[src/rtl/balance_pkg.sv]
// balance_pkg: shared types, FSM states and fixed-point constants for balance_pid
package balance_pkg;
  localparam int GAIN_FRAC_BITS = 4;
  typedef logic signed [7:0] gain_t;
  typedef logic signed [9:0] angle_t;
  typedef logic signed [25:0] acc_t;
  typedef enum logic [2:0] {IDLE, CAPTURE, PTERM, ITERM, DTERM, SAT} pid_state_e;
endpackage

[src/rtl/strobe_sync.sv]
// strobe_sync: 2-FF synchroniser plus rising-edge detector for an asynchronous strobe
// Ports: clk, rst_n (async active-low), i_async (raw strobe), o_pulse (one-cycle pulse per rising edge)
module strobe_sync (
  input  logic clk,
  input  logic rst_n,
  input  logic i_async,
  output logic o_pulse
);
  logic r_sync1, r_sync2, r_sync3;
  always_ff @(posedge clk or negedge rst_n)
    if (!rst_n) {r_sync1, r_sync2, r_sync3} <= '0;
    else {r_sync1, r_sync2, r_sync3} <= {i_async, r_sync1, r_sync2};
  assign o_pulse = r_sync2 & ~r_sync3;
endmodule

[src/rtl/balance_pid.sv]
// balance_pid: multi-cycle PID balance controller with one shared multiplier and saturated output
// Ports: clk, reset_n (async active-low), AngleStrobe (async update strobe), Angle (signed 10-bit),
//        Enable (low = idle and cleared), MotorCmd (signed 10-bit), CmdValid (one-cycle pulse),
//        Saturated (last command clamped), Overrun (sticky dropped strobe), Busy (FSM not idle)
// Build option: define PID_INTEGRAL_EN to include the integral term (ITERM state, integrator, I_LIMIT clamp).
module balance_pid
  import balance_pkg::*;
#(
  parameter angle_t SETPOINT  = 10'sd0,
  parameter gain_t  KP        = 8'sd16,
  parameter gain_t  KI        = 8'sd0,
  parameter gain_t  KD        = 8'sd0,
  parameter int     I_LIMIT   = 2000,
  parameter int     OUT_LIMIT = 500
) (
  input  logic       clk,
  input  logic       reset_n,
  input  logic       AngleStrobe,
  input  logic [9:0] Angle,
  input  logic       Enable,
  output logic [9:0] MotorCmd,
  output logic       CmdValid,
  output logic       Saturated,
  output logic       Overrun,
  output logic       Busy
);
  if (I_LIMIT <= 0 || I_LIMIT >= 32768 || OUT_LIMIT <= 0 || OUT_LIMIT > 511) begin : g_bad_limits
    $error("balance_pid: I_LIMIT or OUT_LIMIT out of range");
  end
  localparam logic signed [21:0] OMAX = 22'(OUT_LIMIT);
  localparam logic signed [21:0] OMIN = -OMAX;
  pid_state_e r_state, w_next;
  logic w_edge, w_busy, w_capture, w_mac, w_sat, w_clip;
  logic signed [10:0] w_e, r_e, r_eprev;
  logic signed [11:0] w_d, r_d;
  acc_t r_acc;
  gain_t w_gain;
  logic signed [15:0] w_term;
  logic signed [23:0] w_prod;
  logic signed [21:0] w_shift;
  logic signed [9:0] w_cmd, r_cmd;
  logic r_valid, r_sat, r_ovr, r_first;
  strobe_sync u_sync (
    .clk     (clk),
    .rst_n   (reset_n),
    .i_async (AngleStrobe),
    .o_pulse (w_edge)
  );
  always_ff @(posedge clk or negedge reset_n)
    if (!reset_n) r_state <= IDLE;
    else r_state <= w_next;
  always_comb begin
    w_next = r_state;
    if (!Enable) w_next = IDLE;
    else
      case (r_state)
        IDLE:    w_next = w_edge ? CAPTURE : IDLE;
        CAPTURE: w_next = PTERM;
`ifdef PID_INTEGRAL_EN
        PTERM:   w_next = ITERM;
        ITERM:   w_next = DTERM;
`else
        PTERM:   w_next = DTERM;
`endif
        DTERM:   w_next = SAT;
        default: w_next = IDLE;
      endcase
  end
  always_comb begin
    w_busy    = r_state != IDLE;
    w_capture = r_state == CAPTURE;
    w_mac     = r_state inside {PTERM, ITERM, DTERM};
    w_sat     = r_state == SAT;
  end
  assign w_e = $signed({SETPOINT[9], SETPOINT}) - $signed({Angle[9], Angle});
  // the derivative of the first sample after enable has no valid predecessor
  assign w_d = r_first ? 12'sd0 : $signed({w_e[10], w_e}) - $signed({r_eprev[10], r_eprev});
`ifdef PID_INTEGRAL_EN
  localparam logic signed [16:0] IMAX = 17'(I_LIMIT);
  localparam logic signed [16:0] IMIN = -IMAX;
  logic signed [15:0] r_integ, w_isat;
  logic signed [16:0] w_isum;
  assign w_isum = $signed({r_integ[15], r_integ}) + $signed({{6{w_e[10]}}, w_e});
  assign w_isat = w_isum > IMAX ? IMAX[15:0] : w_isum < IMIN ? IMIN[15:0] : w_isum[15:0];
  always_ff @(posedge clk or negedge reset_n)
    if (!reset_n) r_integ <= '0;
    else if (!Enable) r_integ <= '0;
    else if (w_capture) r_integ <= w_isat;
  assign w_gain = r_state == PTERM ? KP : r_state == ITERM ? KI : KD;
  assign w_term = r_state == PTERM ? $signed({{5{r_e[10]}}, r_e}) :
                  r_state == ITERM ? r_integ : $signed({{4{r_d[11]}}, r_d});
`else
  if (KI != 0) begin : g_ki_ignored
    $warning("balance_pid: KI has no effect without PID_INTEGRAL_EN");
  end
  assign w_gain = r_state == PTERM ? KP : KD;
  assign w_term = r_state == PTERM ? $signed({{5{r_e[10]}}, r_e}) : $signed({{4{r_d[11]}}, r_d});
`endif
  assign w_prod = w_gain * w_term;
  // dropping the Q4.4 fraction bits of a signed value is a floor division by 16
  assign w_shift = r_acc[25:GAIN_FRAC_BITS];
  assign w_clip  = w_shift > OMAX || w_shift < OMIN;
  assign w_cmd   = w_shift > OMAX ? OMAX[9:0] : w_shift < OMIN ? OMIN[9:0] : w_shift[9:0];
  always_ff @(posedge clk or negedge reset_n)
    if (!reset_n) begin
      r_e     <= '0;
      r_d     <= '0;
      r_eprev <= '0;
      r_acc   <= '0;
      r_cmd   <= '0;
      r_valid <= 1'b0;
      r_sat   <= 1'b0;
      r_ovr   <= 1'b0;
      r_first <= 1'b1;
    end else if (!Enable) begin
      r_eprev <= '0;
      r_cmd   <= '0;
      r_valid <= 1'b0;
      r_sat   <= 1'b0;
      r_ovr   <= 1'b0;
      r_first <= 1'b1;
    end else begin
      r_valid <= w_sat;
      if (w_edge && w_busy) r_ovr <= 1'b1;
      if (w_capture) begin
        r_e     <= w_e;
        r_d     <= w_d;
        r_eprev <= w_e;
        r_first <= 1'b0;
        r_acc   <= '0;
      end
      if (w_mac) r_acc <= r_acc + $signed({{2{w_prod[23]}}, w_prod});
      if (w_sat) begin
        r_cmd <= w_cmd;
        r_sat <= w_clip;
      end
    end
  assign MotorCmd  = r_cmd;
  assign CmdValid  = r_valid;
  assign Saturated = r_sat;
  assign Overrun   = r_ovr;
  assign Busy      = w_busy;
endmodule

[config.mk]
export PLATFORM = sky130hd
export DESIGN_NAME = balance_pid
export DESIGN_NICKNAME = d
export VERILOG_FILES = /design/src/rtl/balance_pkg.sv /design/src/rtl/strobe_sync.sv /design/src/rtl/balance_pid.sv
export SDC_FILE = /design/constraint.sdc
export NUM_CORES = 1
export LEC_CHECK = 0
export ABC_AREA = 1
export BUFFER_PORTS_ARGS = -buffer_cell sky130_fd_sc_hd__buf_2
export CORE_MARGIN = 4
export CORE_UTILIZATION = 60
export CTS_CLUSTER_SIZE = 8
export DETAILED_ROUTE_END_ITERATION = 8
export GPL_TIMING_DRIVEN = 1
export PLACE_DENSITY = 0.88
export SLEW_MARGIN = 20
export SYNTH_ARGS = -nofsm -noshare
export SYNTH_HDL_FRONTEND = slang
export SYNTH_SLANG_ARGS = --single-unit
[constraint.sdc]
create_clock -name clk -period 2.98 [get_ports clk]
set_input_delay 0.596 -clock clk [delete_from_list [all_inputs] [get_ports clk]]
set_output_delay 0.596 -clock clk [all_outputs]
set_load 0.05 [all_outputs]
Word-level counts from Yosys, hierarchy flattened
Cells that the tools add are included.
Word-level totals
  bits in registers: 80
  logic and storage cells: 58
Cells by class
  add/sub/neg operators: 3
  multiply operators: 1
  magnitude comparators: 2
  equal/unequal tests: 8
  multiplexer cells: 21
  bitwise operators: 2
  reduce and logical (&&, ||, !) cells: 8
Operator list (number)
  $mux W26: 2
  $mux W10: 4
  $add A26 B22 Y26: 1
  $gt A22 B10 Y1 const B: 1
  $lt A22 B10 Y1 const B: 1
  $mul A6 B16 Y22: 1
  $mux W11: 2
  $mux W16: 1
  $mux W12: 1
  $pmux W3 S4: 1
  $sub A11 B11 Y12: 1
  $sub A1 B10 Y11 const A: 1
  $mux W1: 8
  $eq A3 B2 Y1 const B: 2
  $eq A3 B3 Y1 const B: 2
  $ne A2 B1 Y1 const B: 3
  $reduce_bool A3 Y1: 2
  $mux W5: 1
  $reduce_and A2 Y1: 2
  $eq A3 B1 Y1 const B: 1
  $logic_not A3 Y1: 1
  $mux W3: 1
  $reduce_bool A2 Y1: 1
  $and A1 B1 Y1: 1
  3 further kinds: 3

Logic depth before layout (Yosys ltp)
  depth after elaboration: 5
  depth in mapped cells: 20

Hierarchy
Synthesis repeated with hierarchy kept, for this count alone.
Unflattened totals
  cell total of the unflattened synthesis: 592
  area total of the unflattened synthesis: 4150.2 um^2
By module, submodules not included
  balance_pid: instances 1, cells each 587, area each 4065.1 um^2, sequential area each 1226.2 um^2
  strobe_sync: instances 1, cells each 5, area each 85.1 um^2, sequential area each 75.1 um^2

Least setup slack after synthesis
Ideal clock, no wire load.
  path kind: reg2reg
  start point: register r_state[2]
  end point: register r_acc[21]
  library setup time: 0.124 ns
  data arrival time: 2.429 ns
  required time: 2.856 ns
  path slack: 0.427 ns
  cell stages (with the launch flop): 21
  cells stage by stage: dfrtp_1 inv_1 nand2_1 nor2_1 inv_1 buf_2 nor2_1 ha_1 ha_1 inv_1 fa_1 inv_1 nand3_1 nand3_1 nand2_1 nand2_2 nand2_1 nand2_1 nand2_1 nand2_1 o21bai_1
On the way
  cells in the longest elaborated chain, start to end: 5
Ends and longest elaborated chain
  start, declared: RTL line balance_pid.sv:32  | pid_state_e r_state, w_next;
  start signal, assigned: RTL line balance_pid.sv:51  | else r_state <= w_next;
  $eq A3 B2 Y1: RTL line balance_pid.sv:72, balance_pid.sv:96, balance_pid.sv:97
  $mux W16 / $mux W5 (equally long branches): RTL line balance_pid.sv:97, balance_pid.sv:96
  $mul A6 B16 Y22: RTL line balance_pid.sv:99  | assign w_prod = w_gain * w_term;
  $add A26 B22 Y26: RTL line balance_pid.sv:132  | if (w_mac) r_acc <= r_acc + $signed({{2{w_prod[23]}}, w_prod});
  $mux W26: RTL line balance_pid.sv:132
  end signal, assigned: RTL line balance_pid.sv:132
  end, declared: RTL line balance_pid.sv:36  | acc_t r_acc;
Parallel ways exist; a longest one is shown, timed or not.
A chain may end at the register's enable or synchronous reset.

Final worst setup path
  start point: register r_state[1]
  end point: register r_acc[21]
Same word-level chain as after synthesis.

==> summary.md <==
After detailed routing, the wire length on met1 is 4310 um. The maximum single-stage delay on the critical path was 0.47 ns; the setup slack of the most critical reg-to-reg path was 0.21 ns. In this run the tool buffered the top-level ports with 27 buffer cells. For the worst-skew pair, the clock arrives at the later sink with an insertion delay of 0.32 ns.

After clock tree synthesis, the clock-pin slew on the worst setup and hold paths is 0.10 ns. Entering global routing, the biggest net connects 29 pins. In this run the critical register-to-register path is captured at r_acc[21]$_DFFE_PN0P_. Data arrives at the worst endpoint at 2.98 ns. The final critical-path share of the clock period works out to 0.928.

The critical path is of the register to register type. Synthesis produced a netlist whose cell count is 590. Using the TritonRoute via totals, the vias-per-cell ratio works out to 5.56.

The number of cells on the worst reg-to-reg path works out to 18. Counting buffers and inverters, the worst setup path is 18 cells deep. In this run the cell area measured after placement is 4280 um^2.

Excluding fillers, the count of instances in the completed layout stands at 697. At the placement stage, the worst setup path has a slack of 0.0240 ns. Worst-case hold slack: 0.0821 ns. The number of antenna violations at the first check in global routing came out at 0. The proportion of layout cells with a drive suffix above 1 is 0.119. The H-tree was split into 2 levels. After routing the design area is 4410 um^2. The hold violation count in the final report was 0. Summed over all nets, wire length on met3 after detailed routing comes to 661 um.

Synthesis instantiated 32 different standard cells from the library. Setup repair after global routing left no endpoint under its margin. The flop and latch count out of synthesis was 52; the number of nets with antenna violations after routing was 0.

For the number of global-route vias before repair, the log shows 3763. The run gives 647 as the total nets after synthesis. The flow ran to the end, and the final reports show no timing, DRC or antenna violations.

Walking the worst path, the cells encountered are nand2_1 > nor2_4 > inv_4 > nor2_1 > ha_1 > ha_1 > inv_1 > fa_1 > inv_1 > nand3_1 > nand3_2 > nand2_1 > nand2_2 > nand2_1 > nand2_1 > nand2_1 > nand2_1 > o21bai_1. TritonCTS built the clock tree. Buffers plus inverters on the worst setup path: 3. 0 antenna diodes ended up in the layout.

The worst ir drop on vdd is 366 uV. For the final-layout setup total negative slack, the log shows 0 ns. The number of max-capacitance violations reported was 0. The total detailed-routing wirelength was 10100 um; the detailed-route wire length per cell was 14.5 um. Compared with the post-synthesis result, the final layout area differs by 7.93%. Summed over all cells, the static leakage comes to 2.64 nW.

The clock period minus worst slack is 2.77 ns. The total track usage was 0.253; the area of the die was 8190 um^2. The count of standard-cell rows was 29; the power density over cell area was 436 nW/um^2. Clock tree synthesis inserted a total of 5 buffers. The slew at the pin closest to its max-slew limit was 0.496 ns. The clock drives 52 sinks.

The worst endpoint required time was 3.19 ns. The tools report the area of the core as 6490 um^2. The tools report the number of placed instances with taps included as 689.

The first global-routing pass estimated 17000 um of wire. In this run the worst setup path begins at r_state[1]$_DFF_PN0_. Following the worst setup path forward leads to its endpoint at r_acc[21]$_DFFE_PN0P_. For this design, the CTS-stage hold fixing added 0 buffers. Counting stages on the worst path, the most repeated cell is nand2_1. After clock tree synthesis, the setup repair step added 0 buffers. The clock root buffer is clkbuf_8.

Post-route clock skew: 0.00977 ns. For the vias after detailed routing, the log shows 3873. The Yosys step of the flow raised 0 warnings.

After layout, the worst setup slack is 0.214 ns. The min-delay analysis places its worst path in the category input pin to async pin. The logs give 7950 um for the total half-perimeter wirelength after legalization and detailed placement and 0.669 for the worst slew margin relative to its limit. For the final core area utilization, the log shows 0.679. STA classifies the critical path startpoint as a register. Vertical die dimension: 90.5 um. The total power of the final layout was 1.92 mW; the number of flops mapped to enable cells by yosys was 0. The number of setup violations in the final report is 0, and the number of fill cells in the layout is 554.

At the end of the flow, the number of nets in the layout was 676. In the detailed route, the total length drawn on met2 is 4790 um. The tools report the first-pass detailed-route iteration total as 5. For this design the top-level I/O count stands at 28. From left edge to right edge, the die measures 90.5 um. Average cell area after synthesis: 6.93 um^2. The startpoint identified for the worst register-to-register timing path is r_state[1]$_DFF_PN0_. STA classifies the critical path endpoint as a register. In this design, the largest share of critical-path delay is due to simple AND/OR/NAND/NOR gates.

Final routed DRC violation total: 0. The tools report the final number of max-transition violations as 0. The first routing iteration left 228 violations. Along the worst path, the maximum fanout reaches 11. Based on the critical path, the design can be clocked at up to 0.362 GHz. The number of gates resized after CTS came out at 1.

Summing every instance area after synthesis gives 4090 um^2. The most used flip-flop cell after synthesis is dfrtp_1. Among all stages on the critical path, the largest delay is contributed by dfrtp_1. The highest layer touched by signal routing is met4. For the initial standard-cell utilization of the core, the log shows 0.629. The async set-or-reset flop fraction in the synthesized netlist was 1.00; the share of synthesized area occupied by flip-flops and latches was 0.318. The congestion estimate from routability-driven global placement came to 0.929.

The run gives 0 as the leftover overflow at the end of global routing. The run gives 2 as the deepest clock path buffer count.
==> cells by family after synthesis <==
kind of cell	Yosys count	share of synthesized area
AO/OA/AOI/OAI	52	0.0707
flip-flops	52	0.318
buffers and inverters	110	0.109
AND/OR/NAND/NOR	320	0.339
adder cells (fa/ha/maj)	43	0.133
XOR/XNOR	13	0.0297
==> how the worst min path moves through the flow <==
| stage | depth (start not counted) | slack [ns] | from | to |
|---|---|---|---|---|
| after floorplan | 0 | 0.30 | reset_n | CmdValid$_DFF_PN0_ |
| after global placement | 0 | 0.34 | u_sync.r_sync1$_DFF_PN0_ | u_sync.r_sync2$_DFF_PN0_ |
| after detailed placement | 0 | 0.34 | u_sync.r_sync1$_DFF_PN0_ | u_sync.r_sync2$_DFF_PN0_ |
| after CTS | 1 | 0.08 | reset_n | r_acc[20]$_DFFE_PN0P_ |
| after global routing | 1 | 0.07 | reset_n | r_acc[18]$_DFFE_PN0P_ |
| final | 1 | 0.08 | reset_n | r_acc[16]$_DFFE_PN0P_ |
==> area by class of cell <==
class                   count  area, um^2  area share
flip-flops and latches     52        1300       0.295
inverters                 102         385      0.0874
clock buffers               5        68.8      0.0156
multi-input cells         428        2350       0.534
well taps                  77        96.3      0.0218
repair buffers             30         158      0.0357
clock inverters             3        46.3      0.0105
==> cells in the mapped netlist, drive strengths merged, types with 6 or more instances <==
cell	number	area, um^2
inv	102	383
nor2	53	226
nand2	208	808
nand4	6	37.5
nor3	14	97.6
a21oi	19	103
buf	8	61.3
dfrtp	52	1300
o22ai	7	43.8
ha	42	526
o21ai	21	105
nand3	35	185
xnor2	8	70.1
==> flip-flops by register name, summed over array words and instances (netlist names) <==
name / cells
MotorCmd: 10
Saturated: 1
r_state: 3
u_sync.r_sync1: 1
Overrun: 1
u_sync.r_sync3: 1
r_acc: 22
r_e: 11
CmdValid: 1
u_sync.r_sync2: 1
==> per-layer routing <==
metal,vias to the layer above,global-route usage
li1,1904,-
met1,1790,0.324
met2,153,0.422
met3,26,0.0442
met4,0,0.105
met5,-,0
==> worst reg2reg max path, delay by kind of cell (launching register included) <==
| kind | cells | cell delay [ns] |
|---|---|---|
| compound gates | 1 | 0.06 |
| simple gates | 11 | 0.98 |
| flops | 1 | 0.47 |
| fa+ha+maj | 3 | 0.88 |
| buf+inv | 3 | 0.29 |
==> where the power goes <==
group          leakage (nW)  switching (mW)  internal (mW)
Sequential            0.696          0.0696          0.799
Combinational          1.89           0.362          0.183
Clock                0.0600           0.254          0.255
Total                  2.64           0.686           1.24
==> cells in the final DEF (no fill, tap or decap), types with 2 or more instances in the layout <==
master,count
buf_2,27
o21ai_0,15
nand4_1,6
nor3_1,11
buf_4,3
nand3_1,32
a21oi_1,17
nand2_1,199
nor2_4,3
nand3b_1,4
clkbuf_8,5
o21bai_1,3
nor3_4,2
dfrtp_1,51
o22ai_1,7
xnor2_1,8
nor2_1,45
a21oi_2,2
o21ai_1,6
nand2_2,8
inv_1,93
xor2_1,4
nand3_2,3
nor2_2,5
ha_1,42
inv_2,8
(Power assumes the default switching activity.)
